## config.mk

```make
export PLATFORM = sky130hd
export DESIGN_NAME = led_pattern_sequencer_flat
export DESIGN_NICKNAME = d
export VERILOG_FILES = /design/src/rtl/led_pattern_sequencer_if.sv /design/src/rtl/led_pattern_sequencer.sv /design/src/flat_wrapper.sv
export SDC_FILE = /design/constraint.sdc
export NUM_CORES = 1
export LEC_CHECK = 0
export BUFFER_PORTS_ARGS = -buffer_cell sky130_fd_sc_hd__buf_2
export CORE_MARGIN = 5
export CORE_UTILIZATION = 40
export CTS_BUF_LIST = sky130_fd_sc_hd__clkbuf_16
export DETAILED_ROUTE_END_ITERATION = 10
export PLACE_DENSITY = 0.53
export RECOVER_POWER = 100
export SYNTH_ARGS = -nofsm -noshare
export SYNTH_HDL_FRONTEND = slang
export SYNTH_SLANG_ARGS = --single-unit
```

## constraint.sdc

```tcl
create_clock -name clk -period 5.9 [get_ports clk]
set_input_delay 0.885 -clock clk [delete_from_list [all_inputs] [get_ports clk]]
set_output_delay 0.885 -clock clk [all_outputs]
set_load 0.01 [all_outputs]
```

## src/rtl/led_pattern_sequencer_if.sv

```systemverilog
// Control and status bundle between the key/host side and led_pattern_sequencer.
// The master drives the mode controls and pause. The slave (the sequencer) drives mode, tick and LEDs.
`timescale 1ns/1ps
interface led_pattern_sequencer_if;
    logic       mode_next;
    logic       mode_load;
    logic [1:0] mode_in;
    logic       pause;
    logic [1:0] mode;
    logic       tick;
    logic [3:0] led;

    modport master (
        output mode_next,
        output mode_load,
        output mode_in,
        output pause,
        input  mode,
        input  tick,
        input  led
    );

    modport slave (
        input  mode_next,
        input  mode_load,
        input  mode_in,
        input  pause,
        output mode,
        output tick,
        output led
    );
endinterface

```

## src/rtl/led_pattern_sequencer.sv

```systemverilog
// Four-LED sequencer with OFF / PWM breathing / running light / blink modes.
// It owns the tick divider, a free-running PWM counter and the per-mode sequencing state.
`timescale 1ns/1ps
module led_pattern_sequencer #(
    parameter int TICK_DIV    = 195_312,
    parameter int PWM_BITS    = 8,
    parameter int RUN_TICKS   = 64,
    parameter int BLINK_TICKS = 128,
    parameter int RESET_MODE  = 1
) (
    input  logic                   clk,
    input  logic                   rst_n,
    led_pattern_sequencer_if.slave bus
);
    typedef enum logic [1:0] {
        MODE_OFF     = 2'd0,
        MODE_BREATHE = 2'd1,
        MODE_RUN     = 2'd2,
        MODE_BLINK   = 2'd3
    } mode_t;

    typedef enum logic {
        DIR_UP   = 1'b0,
        DIR_DOWN = 1'b1
    } dir_t;

    localparam int TCW      = (TICK_DIV > 1) ? $clog2(TICK_DIV) : 1;
    localparam int STEP_MAX = (RUN_TICKS > BLINK_TICKS) ? RUN_TICKS : BLINK_TICKS;
    localparam int SCW      = (STEP_MAX > 1) ? $clog2(STEP_MAX) : 1;

    localparam logic [TCW-1:0]      TICK_LAST  = TCW'(TICK_DIV - 1);
    localparam logic [SCW-1:0]      RUN_LAST   = SCW'(RUN_TICKS - 1);
    localparam logic [SCW-1:0]      BLINK_LAST = SCW'(BLINK_TICKS - 1);
    localparam logic [PWM_BITS-1:0] LEVEL_MAX  = '1;
    localparam mode_t               MODE_RESET = mode_t'(2'(RESET_MODE));

    mode_t               r_mode;
    logic [TCW-1:0]      r_tick_cnt;
    logic [SCW-1:0]      r_step_cnt;
    logic [PWM_BITS-1:0] r_pwm_cnt;
    logic [PWM_BITS-1:0] r_level;
    dir_t                r_dir;
    logic [3:0]          r_pattern;
    logic                r_blink_on;
    logic [3:0]          r_led;

    mode_t               w_mode_nxt;
    logic [TCW-1:0]      w_tick_cnt_nxt;
    logic [SCW-1:0]      w_step_cnt_nxt;
    logic [PWM_BITS-1:0] w_level_nxt;
    dir_t                w_dir_nxt;
    logic [3:0]          w_pattern_nxt;
    logic                w_blink_on_nxt;
    logic [3:0]          w_led_nxt;
    logic                w_tick;
    logic                w_restart;

    // Tick is combinational so that raising pause suppresses it in the same cycle.
    assign w_tick    = (r_tick_cnt == TICK_LAST) && !bus.pause;
    assign w_restart = bus.mode_load || bus.mode_next;

    assign bus.mode = r_mode;
    assign bus.tick = w_tick;
    assign bus.led  = r_led;

    always_ff @(posedge clk or negedge rst_n) begin
        if (!rst_n) begin
            r_mode     <= MODE_RESET;
            r_tick_cnt <= '0;
            r_step_cnt <= '0;
            r_pwm_cnt  <= '0;
            r_level    <= '0;
            r_dir      <= DIR_UP;
            r_pattern  <= 4'b0001;
            r_blink_on <= 1'b1;
            r_led      <= 4'b0000;
        end else begin
            r_mode     <= w_mode_nxt;
            r_tick_cnt <= w_tick_cnt_nxt;
            r_step_cnt <= w_step_cnt_nxt;
            r_pwm_cnt  <= r_pwm_cnt + 1'b1;
            r_level    <= w_level_nxt;
            r_dir      <= w_dir_nxt;
            r_pattern  <= w_pattern_nxt;
            r_blink_on <= w_blink_on_nxt;
            r_led      <= w_led_nxt;
        end
    end

    always_comb begin
        w_mode_nxt     = r_mode;
        w_tick_cnt_nxt = r_tick_cnt;
        w_step_cnt_nxt = r_step_cnt;
        w_level_nxt    = r_level;
        w_dir_nxt      = r_dir;
        w_pattern_nxt  = r_pattern;
        w_blink_on_nxt = r_blink_on;
        w_led_nxt      = 4'b0000;

        // The LED stage reads the state before this edge, so a new mode shows one clock later.
        case (r_mode)
            MODE_BREATHE: w_led_nxt = {4{r_pwm_cnt < r_level}};
            MODE_RUN:     w_led_nxt = r_pattern;
            MODE_BLINK:   w_led_nxt = {4{r_blink_on}};
            default:      w_led_nxt = 4'b0000;
        endcase

        if (!bus.pause) begin
            w_tick_cnt_nxt = (r_tick_cnt == TICK_LAST) ? '0 : r_tick_cnt + 1'b1;
        end

        if (w_tick) begin
            case (r_mode)
                MODE_BREATHE: begin
                    // The direction flips on the same tick that reaches an extreme, so there is no plateau.
                    if (r_dir == DIR_UP) begin
                        w_level_nxt = r_level + 1'b1;
                        if (w_level_nxt == LEVEL_MAX) w_dir_nxt = DIR_DOWN;
                    end else begin
                        w_level_nxt = r_level - 1'b1;
                        if (w_level_nxt == '0) w_dir_nxt = DIR_UP;
                    end
                end
                MODE_RUN: begin
                    if (r_step_cnt == RUN_LAST) begin
                        w_step_cnt_nxt = '0;
                        w_pattern_nxt  = {r_pattern[2:0], r_pattern[3]};
                    end else begin
                        w_step_cnt_nxt = r_step_cnt + 1'b1;
                    end
                end
                MODE_BLINK: begin
                    if (r_step_cnt == BLINK_LAST) begin
                        w_step_cnt_nxt = '0;
                        w_blink_on_nxt = !r_blink_on;
                    end else begin
                        w_step_cnt_nxt = r_step_cnt + 1'b1;
                    end
                end
                default: begin
                end
            endcase
        end

        // A load of the same value also restarts sequencing. The load takes priority over the step.
        if (w_restart) begin
            w_mode_nxt     = bus.mode_load ? mode_t'(bus.mode_in) : mode_t'(r_mode + 2'd1);
            w_tick_cnt_nxt = '0;
            w_step_cnt_nxt = '0;
            w_level_nxt    = '0;
            w_dir_nxt      = DIR_UP;
            w_pattern_nxt  = 4'b0001;
            w_blink_on_nxt = 1'b1;
        end
    end
endmodule

```

## src/flat_wrapper.sv

```systemverilog
// flat-port wrapper written by rule: the top's interface ports become plain ports
module led_pattern_sequencer_flat 
#(
    parameter int TICK_DIV    = 195_312,
    parameter int PWM_BITS    = 8,
    parameter int RUN_TICKS   = 64,
    parameter int BLINK_TICKS = 128,
    parameter int RESET_MODE  = 1
)
  (clk, rst_n, bus_mode_next, bus_mode_load, bus_mode_in, bus_pause, bus_mode, bus_tick, bus_led);
  led_pattern_sequencer_if bus_i ();
  input  logic clk;
  input  logic rst_n;
  input wire logic [$bits(bus_i.mode_next)-1:0] bus_mode_next;
  input wire logic [$bits(bus_i.mode_load)-1:0] bus_mode_load;
  input wire logic [$bits(bus_i.mode_in)-1:0] bus_mode_in;
  input wire logic [$bits(bus_i.pause)-1:0] bus_pause;
  output wire logic [$bits(bus_i.mode)-1:0] bus_mode;
  output wire logic [$bits(bus_i.tick)-1:0] bus_tick;
  output wire logic [$bits(bus_i.led)-1:0] bus_led;
  assign bus_i.mode_next = bus_mode_next;
  assign bus_i.mode_load = bus_mode_load;
  assign bus_i.mode_in = bus_mode_in;
  assign bus_i.pause = bus_pause;
  assign bus_mode = bus_i.mode;
  assign bus_tick = bus_i.tick;
  assign bus_led = bus_i.led;
  led_pattern_sequencer #(.TICK_DIV(TICK_DIV), .PWM_BITS(PWM_BITS), .RUN_TICKS(RUN_TICKS), .BLINK_TICKS(BLINK_TICKS), .RESET_MODE(RESET_MODE)) u_core (.clk(clk), .rst_n(rst_n), .bus(bus_i));
endmodule
```

### Yosys cells after proc, flatten, opt, wreduce, memory -nomap -nowiden

Cells that the tools add are included.
Widths: inputs -> output; s select.

* flip-flop bits (word level): 53
* bits in latches: 0
* bits in writable memories: 0
* memory bits (read-only): 0
* output and inout bits: 7
* memories kept: 0

* add/subtract/negate cells: 6
* $mul: 0
* divide/modulo/power cells: 0
* magnitude comparators: 1
* equal/unequal tests: 8
* shift-type cells: 0
* multiplexer cells: 28
* bitwise logic cells: 0
* reduce and logical (&&, ||, !) cells: 16

Operators by type and width (number)
* $mux 18: 3
* $mux 8: 4
* $mux 7: 4
* $add 18x1->18 const B: 1
* $eq 18x18->1 const B: 1
* $add 8x1->8 const B: 2
* $mux 4: 4
* $pmux 7 s2: 1
* $pmux 4 s3: 1
* $reduce_bool 2->1: 6
* $mux 1: 10
* $eq 8x8->1 const B: 1
* $logic_not 8->1: 1
* $lt 8x8->1: 1
* $sub 8x1->8 const B: 1
* $add 7x1->7 const B: 1
* $eq 7x6->1 const B: 1
* $eq 7x7->1 const B: 1
* $reduce_and 3->1: 2
* $eq 2x2->1 const B: 2
* $reduce_and 2->1: 2
* $reduce_bool 3->1: 1
* $add 2x1->2 const B: 1
* $eq 2x1->1 const B: 1
* other kinds (5): 6

### Depth between registers and ports, before layout

Gate-level depths: netlist of the first run.

* depth in word-level cells: 7
* gate-level depth with buffers: 8
* depth with buffers taken out: 7

### Least setup slack after synthesis of the first run

OpenSTA, ideal clock, no wires.

* path kind: input to output
* start point: input port bus_pause
* end point: output port bus_tick
* arrival: 1798 ps
* slack: 3217 ps
* stages: 5
* buffers on the path: 2
* cells stage by stage: clkbuf_2 nand4b_4 nor2_1 buf_2 and2_1

* cells in the longest elaborated chain, start to end: 2

RTL lines
* from (decl): line flat_wrapper.sv:17 `input wire logic [$bits(bus_i.pause)-1:0] bus_pause;`
* $logic_not 1->1: line led_pattern_sequencer.sv:59 `assign w_tick = (r_tick_cnt == TICK_LAST) && !bus.pause;`
* $logic_and 1x1->1: line led_pattern_sequencer.sv:59
* to (decl): line flat_wrapper.sv:19 `output wire logic [$bits(bus_i.tick)-1:0] bus_tick;`

No other way between the ends.

### Worst setup path in the final report of the first run

Ends and elaborated chain as after synthesis.

==> results.ini, run 1 <==
[run_status]
status=finished with violations
failed_checks=capacitance limit, slew limit

[drt]
vias_per_cell=5.52
drc=0
avgRoutedWirePerCell_um=15.8
totalWireLength_mm=7.18
dr.pass1.iters=4
ant_nets=0
num_vias=2500
drt_iter0_markers=111

[layout]
syn2layout_area_growth_pct=7.01
diodes=0
drive_gt1_frac=0.0712
fin_nets=375

[setup_path]
cp_slowest_cell=nor2_1
critical_path.startpoint=bus_pause
cp-end-kind=output pin
worst-path-buf-inv=2
worst_ep_required_time_ns=5.02
cp_top_family=simple AND/OR/NAND/NOR gates
slowest_delay_ns=0.58
timing.rr.start=u_core.r_tick_cnt[8]$_DFFE_PN0P_
startpoint_type=input pin
r2r_setup_slack_ns=3.26
worstReg2RegEnd=u_core.r_pattern[2]$_DFFE_PN0P_
path_cells=clkbuf_1 -> nand4b_1 -> nor2_1 -> and2_0 -> buf_2
crit_path_end=bus_tick
cp_max_fo=11
reg2reg_depth=5
cp_num_cells=5
cp.arrival_ns=2.50
path_class=input pin to output pin

[timing]
fmax_ghz=0.295
rsz0062_at_grt=no
fin_crit_sh=0.574
finalSetupViolCount=0
tightest_slew_ns=2.91
slew_headroom=-0.937
skew_ns=0.00733
slew_violations=54
fin_crit_ns=3.39
setup_tns_ns=0
fin_ws_ns=2.51
finalHoldViolCount=0

[synthesis]
synth_edf_count=0
syn-num-nets=368
synth-seq-cells=53
synth_area_leaders=dfrtp_1 (39%), ha_1 (7.0%), xnor2_1 (5.2%), a21oi_1 (3.7%), nor2_1 (3.6%)
netlist_area_um2=3230
syn_inst=343
ys_seq_area_frac=0.412
yosys.area.top_type=dfrtp_1
synth_ff_type=dfrtp_1
synth_top_cell_area_share=0.387
synth_cell_type_count=60
ys_top_cells_by_count=dfrtp_1 (50), nor2_1 (31), a21oi_1 (24)
yosysWarnings=0
synth.avg_cell_area_um2=9.42
synth_most_common_cell=dfrtp_1
synthArstFlopShare=1.00

[grt]
grt_pass1_wl_mm=12.5
grt_max_degree=54
grt_overflow=0
grt_pass1_vias=2456
grt_usage=0.155
antenna_found_initial=0

[pwr]
power_density_nw_per_um2=208
power.leakage_uw=0.00140
vdd_drop_max_v=0.000107

[die]
die_h_um=99.9
die-area_um2=9970
rows=32
core-area_um2=7810
die_x_um=99.9
io_pins=14
start_util=0.414

[clock_tree]
cts.clk_slew.worst_paths_ns=0.07
ctsResizeCount=0
clockBufferDepth=2
cts_tree=done
worst_skew_pair.late_latency_ns=0.29
cts-root-buf=clkbuf_16
cts_made_buffers=5
cts_setup_buffers=0
numClockSinks=53
hold_buffers=0
htreeDepth=2

[worst_hold_path]
hold_class=register to register

[flow_run]
max_cap_viol_count=1

[placement]
place_congestion=0.809
hpwl_mm=5.13
numPortBuffers=13
pre_cts_ws_ns=2.76

metal layers:
| layer | wire length [um] | vias to the layer above | track usage | share of wire |
|---|---|---|---|---|
| met4 | 71 | 0 | 0.0399 | 0.0099 |
| met1 | 3560 | 1188 | 0.212 | 0.50 |
| met2 | 3330 | 48 | 0.251 | 0.46 |
| met5 | 0 | - | 0 | 0 |
| met3 | 213 | 5 | 0.0278 | 0.030 |
| li1 | - | 1259 | - | - |
layout by cell type, fill, tap and decap left out, types with 3 or more instances in the layout:
master,Yosys,final
a21oi_1,24,24
a31oi_1,6,6
and3_1,8,8
buf_2,2,5
clkbuf_1,10,9
clkbuf_16,0,5
dfrtp_1,50,50
ha_1,18,18
inv_1,16,17
mux2i_1,6,6
nand2_1,18,18
nand2b_1,6,6
nand3_1,16,17
nand4_1,15,15
nor2_1,31,31
nor2b_1,3,3
nor3_1,6,6
nor4_1,9,10
o2111ai_1,3,3
o21ai_0,14,14
or2_2,4,3
or3_1,4,4
xnor2_1,19,19
xor2_1,7,7
sequential cells by signal (all words and copies together), names as in the netlist:
| register | count |
|---|---|
| u_core.r_tick_cnt | 18 |
| u_core.r_pattern | 4 |
| u_core.r_blink_on | 1 |
| u_core.bus.led | 4 |
| u_core.r_dir | 1 |
| u_core.r_step_cnt | 7 |
| u_core.r_level | 8 |
| u_core.r_pwm_cnt | 8 |
| u_core.bus.mode | 2 |
area by class of cell:
type | count | area, um2
fillers | 791 | 4350
clock buffers | 5 | 125
repair buffers | 15 | 66.3
flip-flops and latches | 53 | 1330
multi-input cells | 259 | 1730
inverters | 16 | 60.1
well taps | 102 | 128
clock inverters | 3 | 17.5
power by group:
group	total, uW	switching (uW)	internal [uW]
combinational	54.1	37.4	16.7
clock	292	135	157
sequential	374	4.79	369
metrics by stage:
| stage | cells | cell area (um2) | util | hold slack (ns) | total power (uW) |
|---|---|---|---|---|---|
| 3_3_place_gp | 445 | 3370 | 0.431 | 0.474 | 440 |
| 3_5_place_dp | 445 | 3370 | 0.431 | 0.471 | 440 |
| 2_1_floorplan | 343 | 3230 | - | 0.447 | 414 |
| 5_1_grt | 453 | 3460 | 0.443 | 0.504 | 754 |
| 4_1_cts | 453 | 3510 | 0.450 | 0.489 | 735 |
| 6_report | 453 | 3460 | 0.443 | 0.488 | 720 |
worst min path at each step:
stage                     cells past startpoint                             to                           from
after floorplan                               1  u_core.r_pwm_cnt[0]$_DFF_PN0_  u_core.r_pwm_cnt[0]$_DFF_PN0_
after global placement                        1  u_core.r_pwm_cnt[7]$_DFF_PN0_  u_core.r_pwm_cnt[7]$_DFF_PN0_
after detailed placement                      1  u_core.r_pwm_cnt[7]$_DFF_PN0_  u_core.r_pwm_cnt[7]$_DFF_PN0_
after CTS                                     1  u_core.r_pwm_cnt[7]$_DFF_PN0_  u_core.r_pwm_cnt[7]$_DFF_PN0_
after global routing                          1  u_core.r_pwm_cnt[7]$_DFF_PN0_  u_core.r_pwm_cnt[7]$_DFF_PN0_
final                                         1  u_core.r_pwm_cnt[7]$_DFF_PN0_  u_core.r_pwm_cnt[7]$_DFF_PN0_
cell families (layout without fill, tap and decap cells):
kind of cell	after synthesis	in the layout	share of synthesized area
muxes	7	7	0.0221
DFF	53	53	0.412
xor gates and xnor gates	26	26	0.0705
and+or+nand+nor	141	141	0.254
adders and majority gates	18	18	0.0697
AOI/OAI and AO/OA	67	67	0.131
buffers and inverters	31	39	0.0407
Power figures use the tool's default switching activity.
==> run 2, diff against run 1 <==
==> constraint.sdc (replaced) <==
create_clock -name clk -period 3.15 [get_ports clk]
set_input_delay 0.4725 -clock clk [delete_from_list [all_inputs] [get_ports clk]]
set_output_delay 0.4725 -clock clk [all_outputs]
set_load 0.01 [all_outputs]
==> run 2 against run 1 <==
Compared with the run above:
- the flow now finishes without violations
- worst setup slack got worse by 2.0 ns
- final cell count rose by 0.44%
- largest power group unchanged
- first-iteration DRC count increased by 12%
- combinational power up 89%
- total power increased by 86%
- global-route usage about the same
- clock power rose by 85%
==> results.ini, run 2 (synthesis gave the netlist of run 1 again) <==
[run_status]
status=finished clean

[pwr]
power_density_nw_per_um2=387  ; +86%
pwr-share-clk=0.402  ; -0.003
p_sw_frac=0.243  ; -0.00249
power.leakage_uw=0.00142  ; +1.7%
pwr-share-seq=0.522  ; +0.002
pwr-share-comb=0.076  ; about the same
p_switching_uw=327  ; +85%
vdd_drop_max_v=0.000254  ; +140%
intPower_uw=1020  ; +87%

[drt]
num_vias=2526  ; +1.0%
drc=0  ; unchanged
drt_iter0_markers=124  ; +12%
dr.pass1.iters=4  ; unchanged
vias_per_cell=5.55  ; +0.60%
avgRoutedWirePerCell_um=15.6  ; -1.3%
totalWireLength_mm=7.11  ; -0.86%
ant_nets=0  ; unchanged

[placement]
numPortBuffers=13  ; unchanged
hpwl_mm=5.31  ; +3.5%
place_congestion=0.890  ; +10%

[layout]
final_common_cell=dfrtp_1
diodes=0  ; unchanged
drive_gt1_frac=0.0737  ; +0.00243
largest_register_ffs=18  ; unchanged
layout_common_cells=dfrtp_1 (50), nor2_1 (31), a21oi_1 (24)
fin_nets=377  ; +0.53%
multiInputGateArea_um2=1730  ; about the same
register_area_um2=1330  ; unchanged
regMostFlops=u_core.r_tick_cnt
nFillCells=767  ; -3.0%
reg_top3=u_core.r_tick_cnt: 18 flops, u_core.r_level: 8 flops, u_core.r_pwm_cnt: 8 flops
syn2layout_area_growth_pct=7.32

[die]
die-area_um2=9970  ; unchanged
rows=32  ; unchanged
die_h_um=99.9  ; unchanged
die_x_um=99.9  ; unchanged
io_pins=14  ; unchanged
start_util=0.414  ; unchanged
core-area_um2=7810  ; unchanged

[flow_run]
max_cap_viol_count=0  ; -1

[setup_path]
worstReg2RegEnd=u_core.r_pattern[1]$_DFFE_PN0P_
worst_ep_required_time_ns=2.68  ; -2.34 ns
path_class=register to output pin
r2r_setup_slack_ns=0.61  ; -2.65 ns
startpoint_type=register
cp_max_fo=11  ; unchanged
timing.rr.start=u_core.r_tick_cnt[16]$_DFFE_PN0P_
cp-end-kind=output pin
reg2reg_depth=5  ; unchanged
cp.arrival_ns=2.12  ; -0.38 ns

[clock_tree]
htreeDepth=2  ; unchanged
cts-root-buf=clkbuf_16
clockBufferDepth=2  ; unchanged
cts_made_buffers=5  ; unchanged
cts_tree=done
hold_buffers=0  ; unchanged
ctsResizeCount=0  ; unchanged
cts.clk_slew.worst_paths_ns=0.07  ; about the same
worst_skew_pair.late_latency_ns=0.29  ; about the same
cts_setup_buffers=0  ; unchanged
numClockSinks=53  ; unchanged

[grt]
grt_max_degree=27  ; -50%
grt_pass1_wl_mm=12.6  ; +0.77%
antenna_found_initial=0  ; unchanged
grt_usage=0.154  ; -0.000405
grt_overflow=0  ; unchanged
grt_pass1_vias=2533  ; +3.1%

[worst_hold_path]
worst_hold_path.num_cells=3  ; +2
hold_class=input pin to register
whs_endpoint=u_core.bus.mode[1]$_DFFE_PN0N_
min_from=bus_mode_in[1]

[timing]
skew_ns=0.00830  ; +0.000972 ns
fin_crit_ns=2.60
slew_headroom=0.0440  ; +0.981
rsz0062_at_grt=no
fmax_ghz=0.385
slew_violations=0  ; -100%
tightest_slew_ns=1.43  ; -1.47 ns
finalHoldViolCount=0  ; unchanged
setup_tns_ns=0  ; unchanged
fin_crit_sh=0.824
hold_ws_ns=0.391  ; -0.0971 ns
finalSetupViolCount=0  ; unchanged

run 2: layout make-up:
class                      instances  share of cell area
sequential                        53               0.384
multi-input combinational        259               0.499
timing repair buffer              17              0.0224
clock inverter                     3             0.00505
tap                              102              0.0368
clock buffer                       5              0.0361
inverter                          16              0.0173
run 2: how the worst max path moves through the flow:
| stage | startpoint | cells past startpoint | to |
|---|---|---|---|
| 2_1_floorplan | u_core.r_tick_cnt[5]$_DFFE_PN0P_ | 6 | u_core.r_tick_cnt[17]$_DFFE_PN0P_ |
| 3_3_place_gp | bus_mode_load | 5 | u_core.r_tick_cnt[14]$_DFFE_PN0P_ |
| 3_5_place_dp | bus_mode_load | 5 | u_core.r_tick_cnt[14]$_DFFE_PN0P_ |
| 4_1_cts | u_core.r_tick_cnt[0]$_DFFE_PN0P_ | 5 | bus_tick |
| 5_1_grt | u_core.r_tick_cnt[0]$_DFFE_PN0P_ | 5 | bus_tick |
| 6_report | u_core.r_tick_cnt[0]$_DFFE_PN0P_ | 5 | bus_tick |
run 2: worst max-delay path: stages, from the launching register on:
cell	delay, ns
dfrtp_1	0.42
ha_1	0.27
nand4b_4	0.15
nor2_1	0.55
and2_0	0.26
clkbuf_1	0.17
run 2: power by group through the flow:
stage	logic (uW)	registers, uW	clock network [uW]
after detailed placement	112	714	0
after global routing	120	702	579
after global placement	113	713	0
after CTS	113	701	554
after floorplan	57.3	717	0
final	102	700	540
run 2: per-stage QoR:
step	total power [uW]	cell area, um2	util	worst slack (ns)	std cells
2_1_floorplan	775	3230	-	1.28	343
3_3_place_gp	826	3380	0.433	0.674	447
6_report	1340	3470	0.444	0.554	455
5_1_grt	1400	3470	0.444	0.350	455
3_5_place_dp	827	3380	0.433	0.712	447
4_1_cts	1370	3520	0.451	0.515	455
run 2: routing by layer:
| layer | global-route usage | vias up | wire [um] | share of wire |
|---|---|---|---|---|
| met5 | 0 | - | 0 | 0 |
| met4 | 0.0347 | 0 | 29 | 0.0041 |
| met3 | 0.0215 | 4 | 219 | 0.031 |
| met2 | 0.252 | 34 | 3330 | 0.47 |
| met1 | 0.217 | 1222 | 3540 | 0.50 |
| li1 | - | 1266 | - | - |
